[config.mk]
export PLATFORM = sky130hd
export DESIGN_NAME = cpu_bus
export DESIGN_NICKNAME = d
export VERILOG_FILES = /design/src/rtl/cpu_bus_pkg.sv /design/src/rtl/cpu_bus_irq_timer.sv /design/src/rtl/cpu_bus.sv
export SDC_FILE = /design/constraint.sdc
export NUM_CORES = 1
export LEC_CHECK = 0
export BUFFER_PORTS_ARGS = -buffer_cell sky130_fd_sc_hd__buf_2
export CAP_MARGIN = 25
export CORE_MARGIN = 3
export CORE_UTILIZATION = 39
export DETAILED_ROUTE_END_ITERATION = 10
export MAX_ROUTING_LAYER = met4
export PLACE_DENSITY = 0.73
export REMOVE_ABC_BUFFERS = 1
export SYNTH_ARGS = -nofsm -noshare
export SYNTH_HDL_FRONTEND = slang
export SYNTH_SLANG_ARGS = --single-unit
[constraint.sdc]
create_clock -name clock -period 2.1 [get_ports clock]
set_input_delay 0.105 -clock clock [delete_from_list [all_inputs] [get_ports clock]]
set_output_delay 0.105 -clock clock [all_outputs]
set_load 0.05 [all_outputs]
[src/rtl/cpu_bus_pkg.sv]
// cpu_bus_pkg: shared types and constants for the cpu_bus responder.
//   state_t  - transaction FSM states (IDLE, REQ, HOLD, DRAIN)
//   access_t - decoded Z80 cycle type (NONE, MEM, IO, INTA)
//   DEFAULT_VECTOR - byte returned on interrupt acknowledge
//   decode() - classifies the current strobe combination
package cpu_bus_pkg;

  typedef enum logic [1:0] {
    ST_IDLE,
    ST_REQ,
    ST_HOLD,
    ST_DRAIN
  } state_t;

  typedef enum logic [1:0] {
    ACC_NONE,
    ACC_MEM,
    ACC_IO,
    ACC_INTA
  } access_t;

  localparam logic [7:0] DEFAULT_VECTOR = 8'hFF;

  // All strobes are active low. Refresh cycles (mreq=0, rfsh=0) fall
  // through to ACC_NONE because the memory term requires rfsh=1.
  function automatic access_t decode(input logic mreq, input logic iorq,
                                     input logic rfsh, input logic m1,
                                     input logic rd, input logic wr);
    access_t kind;
    kind = ACC_NONE;
    if (!iorq && !m1)
      kind = ACC_INTA;
    else if (!mreq && rfsh && (!rd || !wr))
      kind = ACC_MEM;
    else if (!iorq && m1 && (!rd || !wr))
      kind = ACC_IO;
    return kind;
  endfunction

endpackage

[src/rtl/cpu_bus_irq_timer.sv]
// irq_timer: timed interrupt line for the CPU INT_n input.
//   clock, reset (async, active low)
//   cep  - CPU clock enable; each high clock is one tick of the timer
//   irq  - one-clock request pulse, (re)loads the counter with INT_LEN
//   inta - interrupt acknowledge in progress, cancels the pending request
//   mi   - registered INT_n, low while the counter is non-zero
module irq_timer #(
  parameter int INT_LEN = 32
) (
  input  logic clock,
  input  logic reset,
  input  logic cep,
  input  logic irq,
  input  logic inta,
  output logic mi
);

  localparam int CW = $clog2(INT_LEN + 1);

  logic [CW-1:0] count;

  // irq has priority over inta so a new request arriving during the
  // acknowledge of the previous one is not lost.
  always_ff @(posedge clock or negedge reset) begin
    if (!reset) begin
      count <= '0;
      mi    <= 1'b1;
    end else if (irq) begin
      // NOTE: sequential state uses non-blocking assignments so every
      // flop samples the pre-edge values regardless of statement order.
      count <= CW'(INT_LEN);
      mi    <= 1'b0;
    end else if (inta) begin
      count <= '0;
      mi    <= 1'b1;
    end else if (cep && count != '0) begin
      count <= count - CW'(1);
      mi    <= (count == CW'(1));
    end
  end

endmodule

[src/rtl/cpu_bus.sv]
// cpu_bus: Z80 bus responder. Decodes memory, I/O and interrupt-acknowledge
// cycles, stretches memory/IO accesses with wait_n and forwards each one as a
// single req/ack transaction on the backend channel, and times the mi line.
//   clock, reset (async, active low)
//   cep, mreq, iorq, rfsh, m1, rd, wr, a, q - CPU side inputs
//   d, wait_n, mi                           - CPU side outputs
//   irq                                     - interrupt request pulse
//   bus_req, bus_io, bus_we, bus_a, bus_d   - backend request (latched)
//   bus_q, bus_ack                          - backend response
module cpu_bus
  import cpu_bus_pkg::*;
#(
  parameter int         INT_LEN = 32,
  parameter logic [7:0] VECTOR  = DEFAULT_VECTOR
) (
  input  logic        clock,
  input  logic        reset,
  input  logic        cep,
  input  logic        mreq,
  input  logic        iorq,
  input  logic        rfsh,
  input  logic        m1,
  input  logic        rd,
  input  logic        wr,
  input  logic [15:0] a,
  input  logic [7:0]  q,
  output logic [7:0]  d,
  output logic        wait_n,
  output logic        mi,
  input  logic        irq,
  output logic        bus_req,
  output logic        bus_io,
  output logic        bus_we,
  output logic [15:0] bus_a,
  output logic [7:0]  bus_d,
  input  logic [7:0]  bus_q,
  input  logic        bus_ack
);

  access_t    access;
  state_t     state;
  logic       is_access;
  logic       inta;
  logic       same_access;
  logic       aborted;
  logic [7:0] d_reg;

  assign access    = decode(mreq, iorq, rfsh, m1, rd, wr);
  assign is_access = (access == ACC_MEM) || (access == ACC_IO);
  assign inta      = (access == ACC_INTA);

  // In HOLD the strobes may change to a new access without an idle gap in
  // between; any difference from the latched transaction marks a new one.
  assign same_access = ((access == ACC_IO) == bus_io) && (!wr == bus_we) &&
                       (a == bus_a);

  // Combinational so the CPU sees WAIT_n in T2 of the cycle it decodes.
  assign wait_n = !(is_access && state != ST_HOLD);
  assign d      = inta ? VECTOR : d_reg;

  always_ff @(posedge clock or negedge reset) begin
    if (!reset) begin
      state   <= ST_IDLE;
      bus_req <= 1'b0;
      bus_io  <= 1'b0;
      bus_we  <= 1'b0;
      bus_a   <= '0;
      bus_d   <= '0;
      d_reg   <= 8'hFF;
      aborted <= 1'b0;
    end else begin
      case (state)
        ST_IDLE: begin
          if (is_access) begin
            bus_a   <= a;
            bus_d   <= q;
            bus_io  <= (access == ACC_IO);
            bus_we  <= !wr;
            bus_req <= 1'b1;
            aborted <= 1'b0;
            state   <= ST_REQ;
          end
        end
        ST_REQ: begin
          // Once the CPU walks away the backend transaction still has to
          // finish; remember that so we skip HOLD when it does.
          if (!is_access)
            aborted <= 1'b1;
          if (bus_ack) begin
            bus_req <= 1'b0;
            if (!bus_we)
              d_reg <= bus_q;
            state <= (aborted || !is_access) ? ST_IDLE : ST_HOLD;
          end
        end
        ST_HOLD: begin
          if (!is_access)
            state <= ST_IDLE;
          else if (!same_access)
            state <= ST_DRAIN;
        end
        ST_DRAIN: state <= ST_IDLE;
        default:  state <= ST_IDLE;
      endcase
    end
  end

  irq_timer #(
    .INT_LEN(INT_LEN)
  ) u_irq_timer (
    .clock(clock),
    .reset(reset),
    .cep  (cep),
    .irq  (irq),
    .inta (inta),
    .mi   (mi)
  );

endmodule

# Yosys cells after proc, flatten, opt, wreduce, memory -nomap -nowiden
# Index checks and enable logic that the tools add are counted.
dict set report word_totals {
  input_bits 43
  register_bits 45
  elab_cells 77
  output_inout_bits 37
}
dict set report classes {
  n_eq_ne 15
  n_bitwise 1
  n_reduce_logical 28
  n_addsub 1
  mux 22
}
# operator n
set ops {}
lappend ops {{two-way mux 6 bit} 3}
lappend ops {{equality test 16 bit} 1}
lappend ops {{two-way mux 2 bit} 8}
lappend ops {{AND reduction 3 bit} 4}
lappend ops {{logical AND 1 bit} 9}
lappend ops {{equality test 2 bit, second input constant} 4}
lappend ops {{two-way mux 8 bit} 1}
lappend ops {{!= test 2 bit, second input constant} 4}
lappend ops {{one-hot mux 2 bit (4 select lines)} 1}
lappend ops {{logical NOT 1 bit} 7}
lappend ops {{two-way mux 1 bit} 7}
lappend ops {{equality test 6 x 1 -> 1 bit, second input constant} 1}
lappend ops {{nonzero test 6 bit} 1}
lappend ops {{subtractor 6 x 1 -> 6 bit, second input constant} 1}
lappend ops {{equality test 2 x 1 -> 1 bit, second input constant} 2}
lappend ops {{one-hot mux 1 bit (2 select lines)} 2}
lappend ops {{logical OR 1 bit} 3}
lappend ops {{!= test 3 bit, second input constant} 1}
lappend ops {{nonzero test 3 bit} 1}
lappend ops {{equality test 1 bit} 2}
lappend ops {{logical NOT 2 bit} 1}
lappend ops {{AND reduction 2 bit} 1}
lappend ops {{nonzero test 2 bit} 1}
lappend ops {{NOT 1 bit} 1}

# Logic depth before layout (Yosys ltp)
dict set report logic_depth {
  ltp_word 13
  depth_mapped 8
  mapped_depth_nobuf 8
}

# Modules after synthesis
# Synthesis repeated with hierarchy kept, for this count alone.
dict set report unflattened {
  hier_cells 183
  area_unflattened_um2 2190.9
}
# module cells_each seq_area_each_um2 n_inst area_each_um2
set modules_own_cells {}
lappend modules_own_cells {cpu_bus 137 960.9 1 1770.4}
lappend modules_own_cells {irq_timer 46 176.4 1 420.4}

# Worst setup path after synthesis
# No wires, ideal clock.
dict set report synth_timing {
  kind {input to register}
  startpoint {input m1}
  endpoint {register bus_a[0]}
  n_path_buf 3
  cell_stages 8
  required_ns 1.972
  slack_ns 0.174
  arrival_time_ns 1.799
  setup_ns 0.128
  path_cell_list {nor2_1 > clkbuf_1 > a31oi_1 > ha_1 > buf_2 > nor3_4 > buf_2 > mux2_1}
}
dict set report synth_via {
  elab_chain_len 8
  word_cells_on_any_way 11
  classes_between {eq/ne (2); mux (3); reduce/logical (6)}
}
# item line
set synth_lines {}
lappend synth_lines {{from (decl)} cpu_bus.sv:22} ;# input logic m1,
lappend synth_lines {{logical AND 1 bit (2 in series)} cpu_bus_pkg.sv:35} ;# else if (!iorq && m1 && (!rd || !wr))
lappend synth_lines {{two-way mux 2 bit} cpu_bus_pkg.sv:35}
lappend synth_lines {{two-way mux 2 bit} cpu_bus_pkg.sv:33} ;# else if (!mreq && rfsh && (!rd || !wr))
lappend synth_lines {{two-way mux 2 bit (*)} cpu_bus_pkg.sv:31} ;# if (!iorq && !m1)
lappend synth_lines {{equality test 2 x 1 -> 1 bit / equality test 2 bit (equally long branches)} cpu_bus.sv:49} ;# assign is_access = (access == ACC_MEM) || (access == ACC_IO);
lappend synth_lines {{logical OR 1 bit (*)} cpu_bus.sv:49}
lappend synth_lines {{AND reduction 2 bit (no source line) (*)} n/a}
lappend synth_lines {{to (signal assigned)} cpu_bus.sv:67} ;# bus_a <= '0;
lappend synth_lines {{to (signal assigned)} cpu_bus.sv:75} ;# bus_a <= a;
lappend synth_lines {{to (decl)} cpu_bus.sv:34} ;# output logic [15:0] bus_a,
# Mark *: on every way between the ends. The rest lies on a longest branch, timed or not.
# A chain may end at the register's enable or synchronous reset.

# Worst setup path after layout
dict set report layout_timing {
  startpoint {register state[0]}
  endpoint {register state[0]}
}
dict set report layout_via {
  elab_chain_len 3
  word_cells_on_any_way 9
  classes_between {eq/ne (6); mux (1); reduce/logical (2)}
}
# item line
set layout_lines {}
lappend layout_lines {{from (decl)} cpu_bus.sv:41} ;# state_t state;
lappend layout_lines {{from (signal assigned)} cpu_bus.sv:93} ;# state <= (aborted || !is_access) ? ST_IDLE : ST_HOLD;
lappend layout_lines {{equality test 2 bit (tied with other cells)} cpu_bus.sv:72} ;# case (state)
lappend layout_lines {{!= test 3 bit (no source line) / != test 2 bit (equally long branches)} n/a}
lappend layout_lines {{AND reduction 3 bit (no source line)} n/a}
# Several ways; a longest one is shown, not always the timed one.

==> flow_summary_export.csv <==
group,metric,value,unit
timing,period_share,76.1,%
logic_synthesis,synth_cell_types,37,
logic_synthesis,synthAdderAreaFrac,2.30,%
power,switching_power,2.25,mW
cells_and_area,diodes,0,
drt,drc,0,
cells_and_area,largest_reg_flops,16,
timing,setup_ws,0.503,ns
logic_synthesis,synth_top_area_cell,"dfrtp_1",
global_routing,grt_usage,14.4,%
power,p_leak,1.28,nW
critical_path,cp-start-kind,"register",
clocking,cts_made_buffers,5,
critical_path,reg2regPathDepth,4,
clocking,cts_sinks,45,
cells_and_area,regArea,0.00114,mm²
logic_synthesis,synth_xor_area_share,8.87,%
logic_synthesis,synth-simple-area-share,11.3,%
timing,skew,0.00692,ns
timing,rsz0062_at_grt,"no",
timing,post-route-min-period,1.60,ns
drt,first_pass_iters,4,
critical_path,worst-setup-path-type,"register to register",
critical_path,crit_required,2.28,ns
power,ir_drop,0.953,mV
power,comb_power_share,54.3,%
floorplan,fp.dieArea,0.00650,mm²
logic_synthesis,synth_commonest_cells,"dfrtp_1, mux2_1, xnor2_1",
drt,drt_iter0_drc,22,
flow_run,cap_violations,0,
place,gp_congestion,0.698,
critical_path,critPathMaxFanout,7,
logic_synthesis,synth_cells,177,
global_routing,antenna_found_initial,0,
clocking,post_cts_resized,0,
hold_path,hold_depth,2,
power,p_int,2.31,mW
critical_path,cp.arrival,1.77,ns
power,clkPwrFrac,10.8,%
clocking,cts_max_level,2,
logic_synthesis,muxShareOfSynthArea,18.0,%
drt,ant_nets,0,
timing,tightest_slew,0.823,ns
hold_path,min_from,"wr",
status,outcome,"finished, final reports clean",
place,dp_slack,0.430,ns
power,p_sw_share,49.3,%
place,port_buffers,79,
clocking,ctsLongestPathBuffers,2,
cells_and_area,multi_input_area,995,µm²
floorplan,die_w,80.7,µm
cells_and_area,final_cells,335,
timing,setup_viol,0,
drt,num_vias,1607,
drt,via_per_inst,4.80,
hold_path,hold_end,"bus_we$_DFFE_PN0P_",
logic_synthesis,ys_ff_latch,45,
global_routing,grt_pass1_vias,1623,
power,p_seq_share,34.8,%
place,post_dp_cell_area,0.00268,mm²
logic_synthesis,synth_top_family_by_area,"multiplexers",
power,power.density,1640,mW/mm²
logic_synthesis,async_flop_share,100,%
logic_synthesis,synth-edff-count,0,
global_routing,grt-ovfl-total,0,
floorplan,die_h,80.7,µm
global_routing,grt_pass1_wl,7.06,mm
critical_path,slowest_delay,0.52,ns
place,detailed_place_hpwl,3.28,mm
drt,wl,4.22,mm
timing,hold_viol,0,
hold_path,min_path_type,"input pin to register",
logic_synthesis,synth_area,0.00217,mm²
logic_synthesis,synth.top_cell.area_share,41.5,%
logic_synthesis,ys_warn_count,0,
logic_synthesis,netlist_top_cells_area,"dfrtp_1, dfstp_2, mux2_1",
floorplan,fp-row-count,26,
critical_path,crit_path_end_kind,"register",
logic_synthesis,ys_seq_area_share,52.3,%
cells_and_area,final_nets,312,
cells_and_area,finalCoreUtilization,53.1,%
critical_path,r2r_slack,0.50,ns
floorplan,io_pins,80,
logic_synthesis,synth_compound_area_share,5.24,%
timing,fin_tns_setup,0,ns
cells_and_area,fillers,478,
clocking,clk_pin_slew,0.08,ns
clocking,cts_root_buf,"clkbuf_8",
cells_and_area,stdcell_area,0.00278,mm²
critical_path,r2r-start,"state[0]$_DFFE_PN0P_",
clocking,clock_latency,0.29,ns
global_routing,grt_max_degree,39,
drt,wl_per_cell,12.6,µm
logic_synthesis,ys.flop_type,"dfrtp_1",
floorplan,start_util,41.5,%
place,dp.cells,326,
critical_path,path_cells,"nand2b_2, or4_1, nor3_1, a21oi_1",
power,finalPower,4.56,mW
timing,whs,0.0228,ns
clocking,cts_tree,"yes",
timing,max-slew-margin-rel,45.2,%
critical_path,cp_slowest_cell,"or4_1",
logic_synthesis,avgSynthCellArea,12.3,µm²
floorplan,design.core.area,0.00524,mm²
timing,slew_violations,0,
cells_and_area,drive_gt1_share,46.8,%
critical_path,timing.rr.end,"state[0]$_DFFE_PN0P_",
timing,max_freq,0.626,GHz
logic_synthesis,yosysMostFrequentCell,"dfrtp_1",
cells_and_area,syn2layout_area_growth,27.9,%
[timing repair]
item / 4_1_cts / 5_1_grt
hold buffers: 2 / 0
buffers inserted: 0 / 0
hold endpoints to repair: 37 / 0
[layout make-up]
class                           count  area share (%)
Tap cell                           70            3.15
Sequential cell                    45            40.9
Timing Repair Buffer               85            16.5
Multi-Input combinational cell    122            35.8
Clock inverter                      2           0.405
Clock buffer                        5            2.48
Inverter                            6           0.810
[per-layer routing]
metal	wire length, µm	global-route usage, %	part of all wire, %
met3	269	3.36	6.4
met1	1880	17.0	45
met2	2030	24.6	48
met5	0	-	0
met4	45	4.05	1.1
[power by group through the flow]
stage	clock, mW	combinational, mW	sequential [mW]
2_1_floorplan	0	0.983	2.51
3_3_place_gp	0	2.47	1.58
3_5_place_dp	0	2.50	1.61
4_1_cts	0.521	2.51	1.60
5_1_grt	0.552	2.64	1.66
6_report	0.494	2.48	1.59
[worst max-delay path by stage]
stage | start | to | cells past startpoint | slack, ns
floorplan | m1 | bus_a[5]$_DFFE_PN0P_ | 5 | -0.04
global placement | wr | bus_a[7]$_DFFE_PN0P_ | 8 | 0.45
detailed placement | wr | bus_d[0]$_DFFE_PN0P_ | 8 | 0.43
CTS | state[0]$_DFFE_PN0P_ | state[0]$_DFFE_PN0P_ | 4 | 0.47
global route | state[0]$_DFFE_PN0P_ | state[0]$_DFFE_PN0P_ | 4 | 0.36
finish | state[0]$_DFFE_PN0P_ | state[0]$_DFFE_PN0P_ | 4 | 0.50
[worst max-delay path: cells and delay by family (launching register included)]
| kind | cells | cell delay (ns) |
|---|---|---|
| flops | 1 | 0.47 |
| simple gates | 3 | 0.93 |
| compound gates | 1 | 0.08 |
[kinds of logic after synthesis]
group           count (synthesis)
compound gates                 18
xor+xnor                       22
flops                          45
mux                            35
simple gates                   43
buf+inv                        10
fa+ha+maj                       4
[placed cells by master, fill, tap and decap left out, types with 3 or more instances in the layout]
master	netlist	layout
a21oi_1	5	5
buf_2	3	79
buf_4	0	3
clkbuf_8	0	5
dfrtp_1	36	36
dfstp_2	9	9
ha_1	4	4
inv_1	6	6
mux2_1	19	19
mux2_2	14	14
nand4_1	3	3
nor2_1	13	13
nor3_1	4	4
o21ai_0	4	4
or2_2	8	8
xnor2_1	15	15
xor2_1	7	7
(Power assumes the default switching activity.)
